## config.mk

```make
export PLATFORM = sky130hd
export DESIGN_NAME = game_pkt_decoder
export DESIGN_NICKNAME = d
export VERILOG_FILES = /design/src/rtl/game_pkt_pkg.sv /design/src/rtl/game_grid_walker.sv /design/src/rtl/game_pkt_decoder.sv
export SDC_FILE = /design/constraint.sdc
export NUM_CORES = 1
export LEC_CHECK = 0
export ABC_AREA = 1
export BUFFER_PORTS_ARGS = -buffer_cell sky130_fd_sc_hd__buf_2
export CORE_MARGIN = 5
export CORE_UTILIZATION = 50
export CTS_CLUSTER_SIZE = 10
export DETAILED_ROUTE_END_ITERATION = 16
export HOLD_SLACK_MARGIN = 0.03
export PLACE_DENSITY = 0.72
export SYNTH_ARGS = -nofsm -noshare
export SYNTH_HDL_FRONTEND = slang
export SYNTH_SLANG_ARGS = --single-unit
```

## constraint.sdc

```tcl
create_clock -name clk50 -period 3.2 [get_ports clk50]
set_input_delay 0.48 -clock clk50 [delete_from_list [all_inputs] [get_ports clk50]]
set_output_delay 0.48 -clock clk50 [all_outputs]
set_load 0.03 [all_outputs]
```

## src/rtl/game_pkt_pkg.sv

```systemverilog
// Shared command codes, packet field offsets and FSM states
// for the game packet decoder.
package game_pkt_pkg;

  localparam logic [7:0] CMD_SET_PIXEL = 8'h01;
  localparam logic [7:0] CMD_FILL_ROW  = 8'h02;
  localparam logic [7:0] CMD_CLEAR     = 8'h03;
  localparam logic [7:0] CMD_SET_SCORE = 8'h04;

  localparam int CMD_LSB  = 32;
  localparam int ARG0_LSB = 24;
  localparam int ARG1_LSB = 16;
  localparam int ARG2_LSB = 8;
  localparam int CHK_LSB  = 0;

  typedef enum logic [2:0] {
    ST_IDLE,
    ST_CHECK,
    ST_PIXEL,
    ST_ROW,
    ST_CLEAR
  } state_t;

  function automatic logic [7:0] pkt_xsum(input logic [39:0] p);
    return p[CMD_LSB +: 8] ^ p[ARG0_LSB +: 8]
         ^ p[ARG1_LSB +: 8] ^ p[ARG2_LSB +: 8];
  endfunction

endpackage

```

## src/rtl/game_grid_walker.sv

```systemverilog
// Row-major x/y scan counter: load a start cell, step on each
// accepted write, flag the last cell of a row or of the grid.
module game_grid_walker #(
  parameter  int GRID_W = 16,
  parameter  int GRID_H = 16,
  localparam int X_W    = $clog2(GRID_W),
  localparam int Y_W    = $clog2(GRID_H)
) (
  input  logic           clk,
  input  logic           rst,
  input  logic           load,
  input  logic [X_W-1:0] load_x,
  input  logic [Y_W-1:0] load_y,
  input  logic           step,
  input  logic           wrap,
  output logic [X_W-1:0] x,
  output logic [Y_W-1:0] y,
  output logic           done
);

  localparam logic [X_W-1:0] X_MAX = X_W'(GRID_W - 1);
  localparam logic [Y_W-1:0] Y_MAX = Y_W'(GRID_H - 1);

  logic [X_W-1:0] x_q, x_d;
  logic [Y_W-1:0] y_q, y_d;
  logic           last_x;

  assign last_x = (x_q == X_MAX);
  assign done   = last_x && (!wrap || (y_q == Y_MAX));
  assign x      = x_q;
  assign y      = y_q;

  always_comb begin
    x_d = x_q;
    y_d = y_q;
    if (load) begin
      x_d = load_x;
      y_d = load_y;
    end else if (step) begin
      if (last_x) begin
        x_d = '0;
        if (wrap) y_d = y_q + Y_W'(1);
      end else begin
        x_d = x_q + X_W'(1);
      end
    end
  end

  always_ff @(posedge clk or posedge rst) begin
    if (rst) begin
      x_q <= '0;
      y_q <= '0;
    end else begin
      x_q <= x_d;
      y_q <= y_d;
    end
  end

endmodule

```

## src/rtl/game_pkt_decoder.sv

```systemverilog
// Packet decoder: holding slot, command FSM and cell-write port.
// Define GAME_PKT_CHECKSUM_EN to require chk == cmd^arg0^arg1^arg2.
module game_pkt_decoder #(
  parameter int GRID_W = 16,
  parameter int GRID_H = 16,
  parameter int CNT_W  = 8
) (
  input  logic                      clk50,
  input  logic                      rst,
  input  logic [39:0]               packet,
  input  logic                      dataReceived,
  output logic                      wr_valid,
  input  logic                      wr_ready,
  output logic [$clog2(GRID_W)-1:0] wr_x,
  output logic [$clog2(GRID_H)-1:0] wr_y,
  output logic [7:0]                wr_colour,
  output logic [15:0]               score,
  output logic                      busy,
  output logic [CNT_W-1:0]          drop_cnt,
  output logic [CNT_W-1:0]          err_cnt
);

  import game_pkt_pkg::*;

  localparam int X_W = $clog2(GRID_W);
  localparam int Y_W = $clog2(GRID_H);

`ifdef GAME_PKT_CHECKSUM_EN
  localparam int SLOT_LSB = 0;
`else
  localparam int SLOT_LSB = 8;
`endif

  state_t              state_q, state_d;
  logic [39:SLOT_LSB]  slot_q, slot_d;
  logic                slot_full_q, slot_full_d;
  logic [CNT_W-1:0]    drop_q, drop_d;
  logic [CNT_W-1:0]    err_q, err_d;
  logic [15:0]         score_q, score_d;
  logic                wr_valid_q, wr_valid_d;
  logic [7:0]          colour_q, colour_d;

  logic [7:0]     cmd, arg0, arg1, arg2;
  logic           chk_ok;
  logic           x0_ok, y0_ok, y1_ok;
  logic           is_pix, is_row, is_clr, is_scr;
  logic           load, step, done;
  logic [X_W-1:0] load_x;
  logic [Y_W-1:0] load_y;

  assign cmd  = slot_q[CMD_LSB  +: 8];
  assign arg0 = slot_q[ARG0_LSB +: 8];
  assign arg1 = slot_q[ARG1_LSB +: 8];
  assign arg2 = slot_q[ARG2_LSB +: 8];

`ifdef GAME_PKT_CHECKSUM_EN
  assign chk_ok = (slot_q[CHK_LSB +: 8] == pkt_xsum(slot_q));
`else
  logic unused_chk;
  assign unused_chk = ^packet[CHK_LSB +: 8];
  assign chk_ok     = 1'b1;
`endif

  // Range is checked on the full byte so large values never alias.
  assign x0_ok = ({1'b0, arg0} < 9'(GRID_W));
  assign y0_ok = ({1'b0, arg0} < 9'(GRID_H));
  assign y1_ok = ({1'b0, arg1} < 9'(GRID_H));

  assign is_pix = chk_ok && (cmd == CMD_SET_PIXEL) && x0_ok && y1_ok;
  assign is_row = chk_ok && (cmd == CMD_FILL_ROW) && y0_ok;
  assign is_clr = chk_ok && (cmd == CMD_CLEAR);
  assign is_scr = chk_ok && (cmd == CMD_SET_SCORE);

  game_grid_walker #(
    .GRID_W (GRID_W),
    .GRID_H (GRID_H)
  ) u_walker (
    .clk    (clk50),
    .rst    (rst),
    .load   (load),
    .load_x (load_x),
    .load_y (load_y),
    .step   (step),
    .wrap   (state_q == ST_CLEAR),
    .x      (wr_x),
    .y      (wr_y),
    .done   (done)
  );

  always_comb begin
    state_d     = state_q;
    slot_d      = slot_q;
    slot_full_d = slot_full_q;
    drop_d      = drop_q;
    err_d       = err_q;
    score_d     = score_q;
    wr_valid_d  = wr_valid_q;
    colour_d    = colour_q;
    load        = 1'b0;
    load_x      = '0;
    load_y      = '0;
    step        = 1'b0;

    if (dataReceived) begin
      if (slot_full_q) begin
        if (drop_q != '1) drop_d = drop_q + CNT_W'(1);
      end else begin
        slot_d      = packet[39:SLOT_LSB];
        slot_full_d = 1'b1;
      end
    end

    unique case (state_q)
      ST_IDLE: begin
        if (slot_full_q) state_d = ST_CHECK;
      end
      ST_CHECK: begin
        slot_full_d = 1'b0;
        state_d     = ST_IDLE;
        unique case (1'b1)
          is_pix: begin
            load       = 1'b1;
            load_x     = arg0[X_W-1:0];
            load_y     = arg1[Y_W-1:0];
            colour_d   = arg2;
            wr_valid_d = 1'b1;
            state_d    = ST_PIXEL;
          end
          is_row: begin
            load       = 1'b1;
            load_y     = arg0[Y_W-1:0];
            colour_d   = arg1;
            wr_valid_d = 1'b1;
            state_d    = ST_ROW;
          end
          is_clr: begin
            load       = 1'b1;
            colour_d   = arg0;
            wr_valid_d = 1'b1;
            state_d    = ST_CLEAR;
          end
          is_scr: begin
            score_d = {arg0, arg1};
          end
          default: begin
            if (err_q != '1) err_d = err_q + CNT_W'(1);
          end
        endcase
      end
      ST_PIXEL: begin
        if (wr_ready) begin
          wr_valid_d = 1'b0;
          state_d    = ST_IDLE;
        end
      end
      ST_ROW, ST_CLEAR: begin
        if (wr_ready) begin
          step = 1'b1;
          if (done) begin
            wr_valid_d = 1'b0;
            state_d    = ST_IDLE;
          end
        end
      end
      default: state_d = ST_IDLE;
    endcase
  end

  always_ff @(posedge clk50 or posedge rst) begin
    if (rst) begin
      state_q     <= ST_IDLE;
      slot_q      <= '0;
      slot_full_q <= 1'b0;
      drop_q      <= '0;
      err_q       <= '0;
      score_q     <= '0;
      wr_valid_q  <= 1'b0;
      colour_q    <= '0;
    end else begin
      state_q     <= state_d;
      slot_q      <= slot_d;
      slot_full_q <= slot_full_d;
      drop_q      <= drop_d;
      err_q       <= err_d;
      score_q     <= score_d;
      wr_valid_q  <= wr_valid_d;
      colour_q    <= colour_d;
    end
  end

  assign wr_valid  = wr_valid_q;
  assign wr_colour = colour_q;
  assign score     = score_q;
  assign drop_cnt  = drop_q;
  assign err_cnt   = err_q;
  assign busy      = (state_q != ST_IDLE) || slot_full_q;

endmodule
```

After elaboration in Yosys (flattened, before gate mapping):

Cells that the tools add are included.

* add/sub/neg operators: 4
* magnitude comparators: 2
* eq/ne operators: 17
* muxes and demuxes: 29
* bitwise logic cells: 2
* reductions and logical operators: 26

Operator list (number)
* 4-bit 2-to-1 mux: 10
* 8-bit one-hot mux with 3 select lines: 1
* 8-bit by 1-bit adder with 8-bit output (second input constant): 2
* 8-bit by 2-bit equality test with 1-bit output (second input constant): 2
* 8-bit by 5-bit less-than comparator with 1-bit output (second input constant): 2
* 8-bit inequality test (second input constant): 2
* 3-bit 2-to-1 mux: 4
* 3-bit one-hot mux with 4 select lines: 1
* 1-bit 2-to-1 mux: 10
* 2-bit inequality test (second input constant): 5
* 3-bit one-hot mux with 3 select lines: 1
* 3-bit AND reduction: 3
* 3-bit nonzero test: 3
* 4-bit by 1-bit adder with 4-bit output (second input constant): 2
* 4-bit equality test (second input constant): 2
* 8-bit by 1-bit equality test with 1-bit output (second input constant): 1
* 8-bit by 3-bit equality test with 1-bit output (second input constant): 1
* 4-bit one-hot mux with 2 select lines: 1
* 2-bit nonzero test: 4
* 3-bit by 2-bit equality test with 1-bit output (second input constant): 2
* 2-bit AND reduction: 3
* 5-bit AND reduction: 1
* 1-bit logical AND: 4
* 4-bit AND reduction: 1
* other kinds (10): 12

* register bits: 85
* input bits: 44
* output and inout port bits: 50
* word-level logic and storage cells: 90

Depth between registers and ports, before layout:

Gate-level depths: netlist of the first run.

* depth in word-level cells: 8
* gate-level depth with buffers: 10
* gate-level depth less buffers: 10

Modules after synthesis:

Synthesis of the first run repeated with hierarchy kept, for this count alone.

* cells, all modules: 517
* area total of the unflattened synthesis: 4267.8 sq um

By module, submodules not included
* game_pkt_decoder: instances 1, cells an instance 443, area an instance 3746.1 sq um, seq. area each 1926.8 sq um
* game_grid_walker: instances 1, cells an instance 74, area an instance 521.8 sq um, seq. area each 200.2 sq um

Worst setup path after synthesis of the first run:

Ideal clock, no wire load.

* kind: flip-flop to flip-flop
* start point: register err_q[0] (netlist: err_cnt[0])
* end point: register err_q[2] (netlist: err_cnt[2])
* library setup time: 0.077 ns
* arrival time: 1.608 ns
* data required time: 3.123 ns
* path slack: 1.515 ns
* cell stages (with the launch flop): 8
* buffers on the path: 0
* period minus slack after synthesis: 1.685 ns
* path through: dfrtp_1 ha_1 nand3_1 nor3_1 a21oi_4 nand2_4 nand2_1 o21ai_1

* longest elaborated chain between the ends: 2
* elaborated cells between the ends (all ways): 3
* classes of those cells: add/sub (1); eq/ne (1); reduce/logical (1)

Ends and longest elaborated chain
* from (decl): line game_pkt_decoder.sv:38 `logic [CNT_W-1:0] err_q, err_d;`
* from (signal assigned): line game_pkt_decoder.sv:184 `err_q <= err_d;`
* parallel branches: the longest is 2 deep, another holds 8-bit by 1-bit adder with 8-bit output

Parallel ways; which one is timed is not known.
A chain may end at the register's enable or synchronous reset.

Worst setup path after layout of the first run:

* start point: register state_q[2]
* end point: output port busy

* longest elaborated chain between the ends: 2

Ends and longest elaborated chain
* from (decl): line game_pkt_decoder.sv:34 `state_t state_q, state_d;`
* from (signal assigned): line game_pkt_decoder.sv:180 `state_q <= state_d;`
* 3-bit nonzero test: line game_pkt_decoder.sv:196 `assign busy = (state_q != ST_IDLE) || slot_full_q;`
* 1-bit logical OR: line game_pkt_decoder.sv:196
* to (decl): line game_pkt_decoder.sv:18 `output logic busy,`

Every way passes these cells.

==> results.md, run 1 <==
Status:
- The flow ran to the end, and the final reports show no timing, DRC or antenna violations.

Timing:
- The fraction of the cycle the final worst path needs is 61.6%.
- Setup violations remaining at the end of the flow were counted as 0.
- The final count of hold timing violations was 0.
- The count of final max-slew check failures was 0.
- Derived from the worst setup path, the maximum achievable clock frequency is between 500 and 600 MHz.
- The relative slew slack is 60.2%.
- Hold is met by between 150 and 200 ps.
- The total negative setup slack is 0 ps.
- The routed design could run at a clock period as short as 1970 ps.
- Setup repair after global routing left no endpoint under its margin.
- The worst-case clock skew is 9.56 ps.
- The transition time at the pin with the least slew margin is 597 ps.

Hold path:
- The class of the tightest hold or removal check is in -> async.

Worst setup path:
- Traced cell by cell, the critical path runs through nor3_1 -> inv_1 -> nor2_1 -> inv_1 -> buf_2.
- The kind of cell adding the most delay to the critical path is flip-flops.
- For the worst setup path, the data arrival time is between 1000 and 1500 ps.
- The launching point of the worst reg2reg path is state_q[2].
- The reg2reg setup slack is 1260 ps.
- The endpoint identified for the worst register-to-register timing path is score[15].
- The number of cells on the worst reg-to-reg path is 3.
- The worst endpoint required time is 2720 ps.
- The cell type of the slowest stage on the worst timing path is sky130_fd_sc_hd__dfrtp_1.
- The total buffers and inverters traversed by the critical path is 3.
- STA classifies the critical path startpoint as a register.
- Along the worst path, the maximum fanout reaches 5.
- The type of the setup path with the least slack is reg -> out.
- The worst setup path is captured at an output port.
- On the worst path, the slowest cell contributes a delay of 450 ps.
- The most numerous cell type found on the critical path is sky130_fd_sc_hd__inv_1.

Synth:
- In the synthesized netlist, the cells that appear most often are 143 x sky130_fd_sc_hd__nand2_1, 85 x sky130_fd_sc_hd__dfrtp_1, 45 x sky130_fd_sc_hd__nor2_1.
- The average cell area after synthesis is 8.50 um2.
- The number of library cell types mapped by synthesis is 32.
- The number of instances in the synthesized netlist is 480.
- The number of enable-type register cells in the synthesized netlist is 0.
- Summing every instance area after synthesis gives 4080 um2.
- The sequential share of the synthesized area is 52.1%.
- The Yosys step of the flow raised 0 warnings.
- Among all flip-flop cells after synthesis, the most frequent one is sky130_fd_sc_hd__dfrtp_1.
- Of the post-synthesis cell area, the dominant cell type holds around 52%.
- Counting flops and latches in the post-synthesis netlist gives 85.
- The synthesized netlist net count is 528.
- Yosys instantiated no cell more often than sky130_fd_sc_hd__nand2_1.
- Ranked by total cell area, the synthesized netlist is headed by sky130_fd_sc_hd__dfrtp_1 52%, sky130_fd_sc_hd__nand2_1 13%, sky130_fd_sc_hd__nor2_1 4.1%, sky130_fd_sc_hd__nand3_1 4.0%, sky130_fd_sc_hd__inv_1 3.9%.
- The biggest area contributor in the post-synthesis netlist is sky130_fd_sc_hd__dfrtp_1.
- Of all flip-flops after synthesis, the portion carrying an async set or reset was 100%.

Power and ir drop:
- Summed over all cells, the static leakage comes to 2.60 nW.
- Across the VDD grid, the largest voltage drop is 0.344 mV.
- In this run the power density over the cells is 847 nW/um2.

Clock tree:
- The number of clock sinks is 85.
- The CTS tree is done.
- The clock latency at the later pin of the worst-skew pair is approximately 350 ps.
- The maximum clock insertion buffer count is 2.
- In this run, CTS created clock tree buffers numbering 9.
- Hold repair after CTS inserted 0 buffers.
- The deepest level of the CTS H-tree is 3.
- The post-CTS clock slew at the launch and capture registers of the worst setup and hold paths is around 90 ps.
- The tree is rooted in a sky130_fd_sc_hd__clkbuf_8.
- The setup fix buffers added after clock tree synthesis is 0.
- In this run, post-CTS repair resized a total of 0 instances.

Detailed routing:
- In the routed layout, each cell is associated on average with a via count of 5.03.
- Wire segments on met3 add up to 481 um in the final route.
- The detailed router used layers up to and including met4.
- The number of DRC violations after detailed-routing iteration 0 is 152.
- The sum of routed wire segments on met1 is 3940 um.
- The number of nets still failing antenna checks after routing is 0.
- Across all layers, the routed design uses 3408 vias.
- Wires add up to 9080 um.
- The wire length on met2 is approximately 4500 um.
- After detailed routing, the average wire length per cell comes to 13.4 um.
- The detailed-router iteration count before antenna repair is 4.
- For this run, design rule violations remaining after detail routing come to 0.

Floorplan:
- The die covers 10100 um2.
- For this design the top-level I/O count stands at 94.
- After floorplanning, the core was sized to cover 8090 um2.
- The initial utilization of the core area, before any placement, comes to 50.4%.
- The overall die height is 100 um.
- The chip width is approximately 100 um.
- The standard-cell row count is 33.

Placement:
- Buffers placed on the I/O ports in this run total 85.
- The global placement routability congestion is 0.872.
- The total instance count after detailed placement is 662.
- The detailed placement HPWL is 6810 um.

Final layout:
- Cells with a size suffix above 1 make up 23.4% of the layout.
- 0 antenna diodes ended up in the layout.
- The net count reported at finish is 616.
- The non-filler instance count after layout is about 680.
- Counting the fill cells in the layout gives 764.
- The post-synthesis to final-layout area growth is 17.9%.

Global routing:
- The first global-routing pass estimated 15600 um of wire.
- Entering global routing, the biggest net connects 53 pins.
- The initial antenna violation count is 0.
- Global routing used 19.3% of the available tracks across all layers.
- The via count of the first global-routing pass is 3408.
- Global routing finished with a remaining overflow of 0.

Flow run:
- The total of max-cap violations is 0.
## layout by cell type (no fill, tap or decap), types with 3 or more instances in the layout
| cell type | instances |
|---|---|
| sky130_fd_sc_hd__clkbuf_8 | 9 |
| sky130_fd_sc_hd__inv_2 | 5 |
| sky130_fd_sc_hd__a21oi_1 | 21 |
| sky130_fd_sc_hd__nand4_1 | 9 |
| sky130_fd_sc_hd__clkinvlp_4 | 3 |
| sky130_fd_sc_hd__dfrtp_1 | 85 |
| sky130_fd_sc_hd__nand2_2 | 4 |
| sky130_fd_sc_hd__mux2_2 | 11 |
| sky130_fd_sc_hd__nor2_1 | 45 |
| sky130_fd_sc_hd__o21ai_0 | 26 |
| sky130_fd_sc_hd__ha_1 | 4 |
| sky130_fd_sc_hd__nor3_1 | 6 |
| sky130_fd_sc_hd__nand3_1 | 33 |
| sky130_fd_sc_hd__xor2_1 | 7 |
| sky130_fd_sc_hd__nand2_1 | 142 |
| sky130_fd_sc_hd__buf_2 | 85 |
| sky130_fd_sc_hd__xnor2_1 | 11 |
| sky130_fd_sc_hd__inv_1 | 41 |
## kinds of logic after synthesis
| logic type | after synthesis | synth area share, % |
|---|---|---|
| AO/OA/AOI/OAI | 54 | 7.11 |
| XOR/XNOR | 19 | 4.26 |
| adder cells (fa/ha/maj) | 4 | 1.23 |
| buffers and inverters | 57 | 5.55 |
| flip-flops | 85 | 52.1 |
| multiplexers | 11 | 3.04 |
| AND/OR/NAND/NOR | 250 | 26.7 |
## stage by stage
step	power (mW)	instance area, um2	utilization, %	setup slack, ps
after floorplan	2.89	4080	-	527
after global placement	3.31	4620	57.1	1310
after detailed placement	3.36	4620	57.1	1280
after CTS	4.11	4810	59.4	1220
after global routing	4.37	4810	59.4	1030
final	4.08	4810	59.4	1230
## per-layer routing
metal	vias to the layer above	global-route usage (%)
met3	17	4.59
met2	86	32.0
met4	0	6.84
met5	-	0
li1	1709	-
met1	1596	24.7
## registers in the layout, summed over array words and instances, names as in the netlist
signal       cells
slot_q          32
score           16
drop_cnt         8
err_cnt          8
wr_colour        8
u_walker.x       4
u_walker.y       4
state_q          3
slot_full_q      1
wr_valid         1
## area by class of cell
class                           count  area [um2]  share of cell area (%)
Multi-Input combinational cell    338        1730                    35.9
Inverter                           47         178                    3.69
Clock buffer                       11         131                    2.73
Clock inverter                      5        61.3                    1.27
Timing Repair Buffer               87         453                    9.41
Tap cell                          105         131                    2.73
Sequential cell                    85        2130                    44.2
## worst register-to-register path, delay by kind of cell (launching register included)
kind | cells | cell delay, ps
and+or+nand+nor | 2 | 1040
DFF | 1 | 450
AOI/OAI and AO/OA | 1 | 360
## how the worst max path moves through the flow
stage	cells after the start	slack, ps	start	endpoint
final	5	1230	state_q[2]	busy
after global routing	5	1030	state_q[2]	busy
after CTS	5	1220	state_q[2]	busy
after detailed placement	3	1280	state_q[2]	score[6]
after global placement	3	1310	state_q[2]	score[15]
after floorplan	1	530	rst	drop_cnt[0]
## power breakdown
group,leakage (nW),switching (mW),total (mW),internal [mW]
Sequential,1.06,0.337,1.79,1.45
Clock,0.0858,0.380,0.743,0.363
Combinational,1.45,1.01,1.54,0.528
Power figures use the tool's default switching activity.
==> inputs of run 2 (changes only) <==
==> constraint.sdc (replaced) <==
create_clock -name clk50 -period 2 [get_ports clk50]
set_input_delay 0.3 -clock clk50 [delete_from_list [all_inputs] [get_ports clk50]]
set_output_delay 0.3 -clock clk50 [all_outputs]
set_load 0.03 [all_outputs]
==> run 2 against run 1 <==
- sequential share of layout area fell by 0.16 points
- core utilization rose by 0.22 points
- die area did not move
- register-to-register slack got worse by 1100 ps
- clock power rose by 60%
- routed wire length rose by 1.1%
- worst setup slack got worse by 1000 ps
- largest cell class unchanged
- hold slack got worse by 120 ps
==> results.md, run 2 (synthesis gave the netlist of run 1 again) <==
Power and ir drop:
- The relative contribution of the clock network to total power is 18.3% (about the same).
- The switching part of the total power came to 41.9% (-0.53 points).
- The total power density per cell area is 1350 nW/um2 (+60%).
- The portion of total power attributed to combinational logic is 37.9% (about the same).
- The internal power component was 3.79 mW (+62%).
- The worst-case vdd ir drop is 0.548 mV (+59%).
- The portion of total power attributed to sequential cells is 43.8% (-0.2 points).
- The reported net switching power came to 2.74 mW (+58%).
- The total power draw is 6.53 mW (+60%).
- The static leakage came to 2.62 nW (+0.61%).

Timing:
- The smallest clock period supported by the final layout is computed as approximately 1800 ps.
- For this run, the top clock speed supported by timing is approximately 550 MHz.
- The relative slew slack is 56.7% (-3.4 points).
- The worst-case clock skew was 7.35 ps (-2.21 ps).
- The count of final max-slew check failures is 0 (unchanged).
- The count of endpoints failing setup in the final report is 0 (unchanged).
- The total negative setup slack is 0 ps (unchanged).
- The final count of hold timing violations came to 0 (unchanged).
- Setup repair after global routing left no endpoint under its margin.
- The transition time at the pin with the least slew margin is 646 ps (+49.6 ps).
- The fraction of the cycle the final worst path needs is 90.6%.

Detailed routing:
- The detailed-route vias per instance was 5.08 (+0.99%).
- The number of nets still failing antenna checks after routing was 0 (unchanged).
- The total routed wirelength is 9180 um (+1.1%).
- The number of DRC violations after detailed-routing iteration 0 is 199 (+31%).
- The post-detailed-route wirelength per cell is 13.5 um (+0.79%).
- The detailed-router iteration count before antenna repair is 5 (+1).
- The number of design rule violations left after detail routing came to 0 (unchanged).
- The via count of the routed design is 3452 (+1.3%).

Final layout:
- The post-synthesis to final-layout area growth is 18.3%.
- The fraction of layout instances using a drive strength above 1 is 23.7% (+0.27 points).
- The number of diodes is 0 (unchanged).
- The most common cell after layout, fill and taps aside is sky130_fd_sc_hd__nand2_1.
- The non-filler instance count after layout came to 680 (+0.29%).
- The net count reported at finish is 618 (+0.32%).
- The number of flip-flops in the largest register came to 32 (unchanged).
- The largest register by flop count is slot_q.
- In the layout the commonest cells are 142 x sky130_fd_sc_hd__nand2_1, 85 x sky130_fd_sc_hd__dfrtp_1, 85 x sky130_fd_sc_hd__buf_2.

Worst setup path:
- The number of cell instances on the worst register-to-register path is 9 (+6).
- STA classifies the critical path startpoint as a register.
- The delay of the slowest cell on the worst path is 380 ps (-70 ps).
- The critical path goes through nor2_1 -> nand2_1 -> nor2_2 -> nand2_2 -> nand3_2 -> nand2_4 -> inv_2 -> o21ai_0 -> nand2_1.
- The arrival time at the worst endpoint came to 2100 ps (+610 ps).
- The capturing element type of the critical path is a register.
- The biggest fanout along the worst timing path was 28 (+23).
- The slowest stage of the critical path belongs to the cell sky130_fd_sc_hd__dfrtp_1.
- The worst endpoint required time was 2290 ps (-430 ps).
- The type of the setup path with the least slack is reg -> reg.
- The cell repeated most along the worst path is sky130_fd_sc_hd__nand2_1.

Clock tree:
- The clock latency at the later pin of the worst-skew pair is 350 ps (about the same).
- The count of hold-fix buffers inserted at cts is 0 (unchanged).
- The maximum clock insertion buffer count was 2 (unchanged).
- The cell sitting at the root of the clock tree is a sky130_fd_sc_hd__clkbuf_8.
- The deepest level of the CTS H-tree is 3 (unchanged).
- The setup fix buffers added after clock tree synthesis is 0 (unchanged).
- The post-CTS clock slew at the launch and capture registers of the worst setup and hold paths is 80 ps (about the same).
- The number of clock sinks came to 85 (unchanged).
- The total clock buffers created by CTS was 9 (unchanged).
- The count of cells resized by post-cts repair was 0 (unchanged).
- TritonCTS built the clock tree.

Placement:
- The total instance count after detailed placement is 664 (+0.30%).
- The detailed placement HPWL is 6850 um (+0.59%).
- The global placement routability congestion came to 0.870 (-0.24%).
- The count of port buffers added during placement is 85 (unchanged).

Floorplan:
- The total die area is 10100 um2 (unchanged).
- The standard-cell row count was 33 (unchanged).
- The starting density of the core is 50.4% (unchanged).
- The overall die height is 100 um (unchanged).
- The core region area is 8090 um2 (unchanged).
- The chip width was 100 um (unchanged).
- The boundary pin count is 94 (unchanged).

Status:
- The flow ran to the end, and the final reports show no timing, DRC or antenna violations.

Global routing:
- The via count of the first global-routing pass was 3462 (+1.6%).
- The total overflow reported by the global router is 0 (unchanged).
- The maximum number of pins on one net before global-route repair is 86 (+62%).
- The global-route wire length before repair is 15700 um (+0.89%).
- The combined global-route utilization of all metal layers is 19.6% (+0.29 points).
- The initial antenna violation count came to 0 (unchanged).

Flow run:
- The total of max-cap violations is 0 (unchanged).

Hold path:
- The path class of the tightest hold or removal check is in -> async.
## run 2: cell types whose count changed in the layout (fill, tap and decap cells not counted)
cell	before	now
sky130_fd_sc_hd__clkbuf_8	9	10
sky130_fd_sc_hd__clkinv_2	1	2
sky130_fd_sc_hd__clkinvlp_4	3	2
sky130_fd_sc_hd__buf_4	1	3
sky130_fd_sc_hd__clkinv_4	1	0
## run 2: final cells by class
class | count | area [um2]
Timing Repair Buffer | 89 | 468
Clock inverter | 4 | 47.5
Inverter | 47 | 180
Fill cell | 771 | 3260
Tap cell | 105 | 131
Clock buffer | 12 | 145
Multi-Input combinational cell | 338 | 1730
Sequential cell | 85 | 2130
## run 2: final timing paths
check | slack, ps | to | startpoint
setup / recovery | 190 | wr_colour[1] | slot_q[36]
hold / removal | 50 | score[3] | rst
setup reg to reg | 190 | wr_colour[1] | slot_q[36]
hold reg to reg | 490 | wr_colour[3] | wr_colour[3]
max in group asynchronous | 1560 | u_walker.y[0] | rst
min in group clk50 | 180 | slot_q[38] | packet[38]
## run 2: power groups by stage
stage	Combinational [mW]	Sequential, mW	Clock, mW
floorplan	1.32	3.31	0
global placement	2.44	2.87	0
detailed placement	2.49	2.90	0
CTS	2.51	2.87	1.21
global route	2.77	2.96	1.30
finish	2.47	2.86	1.19
## run 2: metrics by stage
step | utilization (%) | area (um2) | hold slack (ps) | setup WS (ps)
finish | 59.7 | 4830 | 50.2 | 187
global placement | 57.3 | 4640 | 463 | 254
global route | 59.7 | 4830 | 87.7 | 16.8
detailed placement | 57.3 | 4640 | 464 | 203
CTS | 59.7 | 4830 | 90.8 | 178
floorplan | - | 4080 | 425 | 315
## run 2: worst max-delay path: cells and delay by family (launching register included)
kind / cells / cell delay, ps
buf+inv: 1 / 180
compound gates: 1 / 110
simple gates: 7 / 1090
flops: 1 / 380
## run 2: routing by layer
layer  GRT usage, %  wire [um]  vias up  share of wire, %
li1               -          -     1721                 -
met3           4.93        462       16               5.0
met1           24.7       3930     1633                43
met4           7.88        184        0               2.0
met2           32.3       4610       82                50
met5              0          0        -                 0
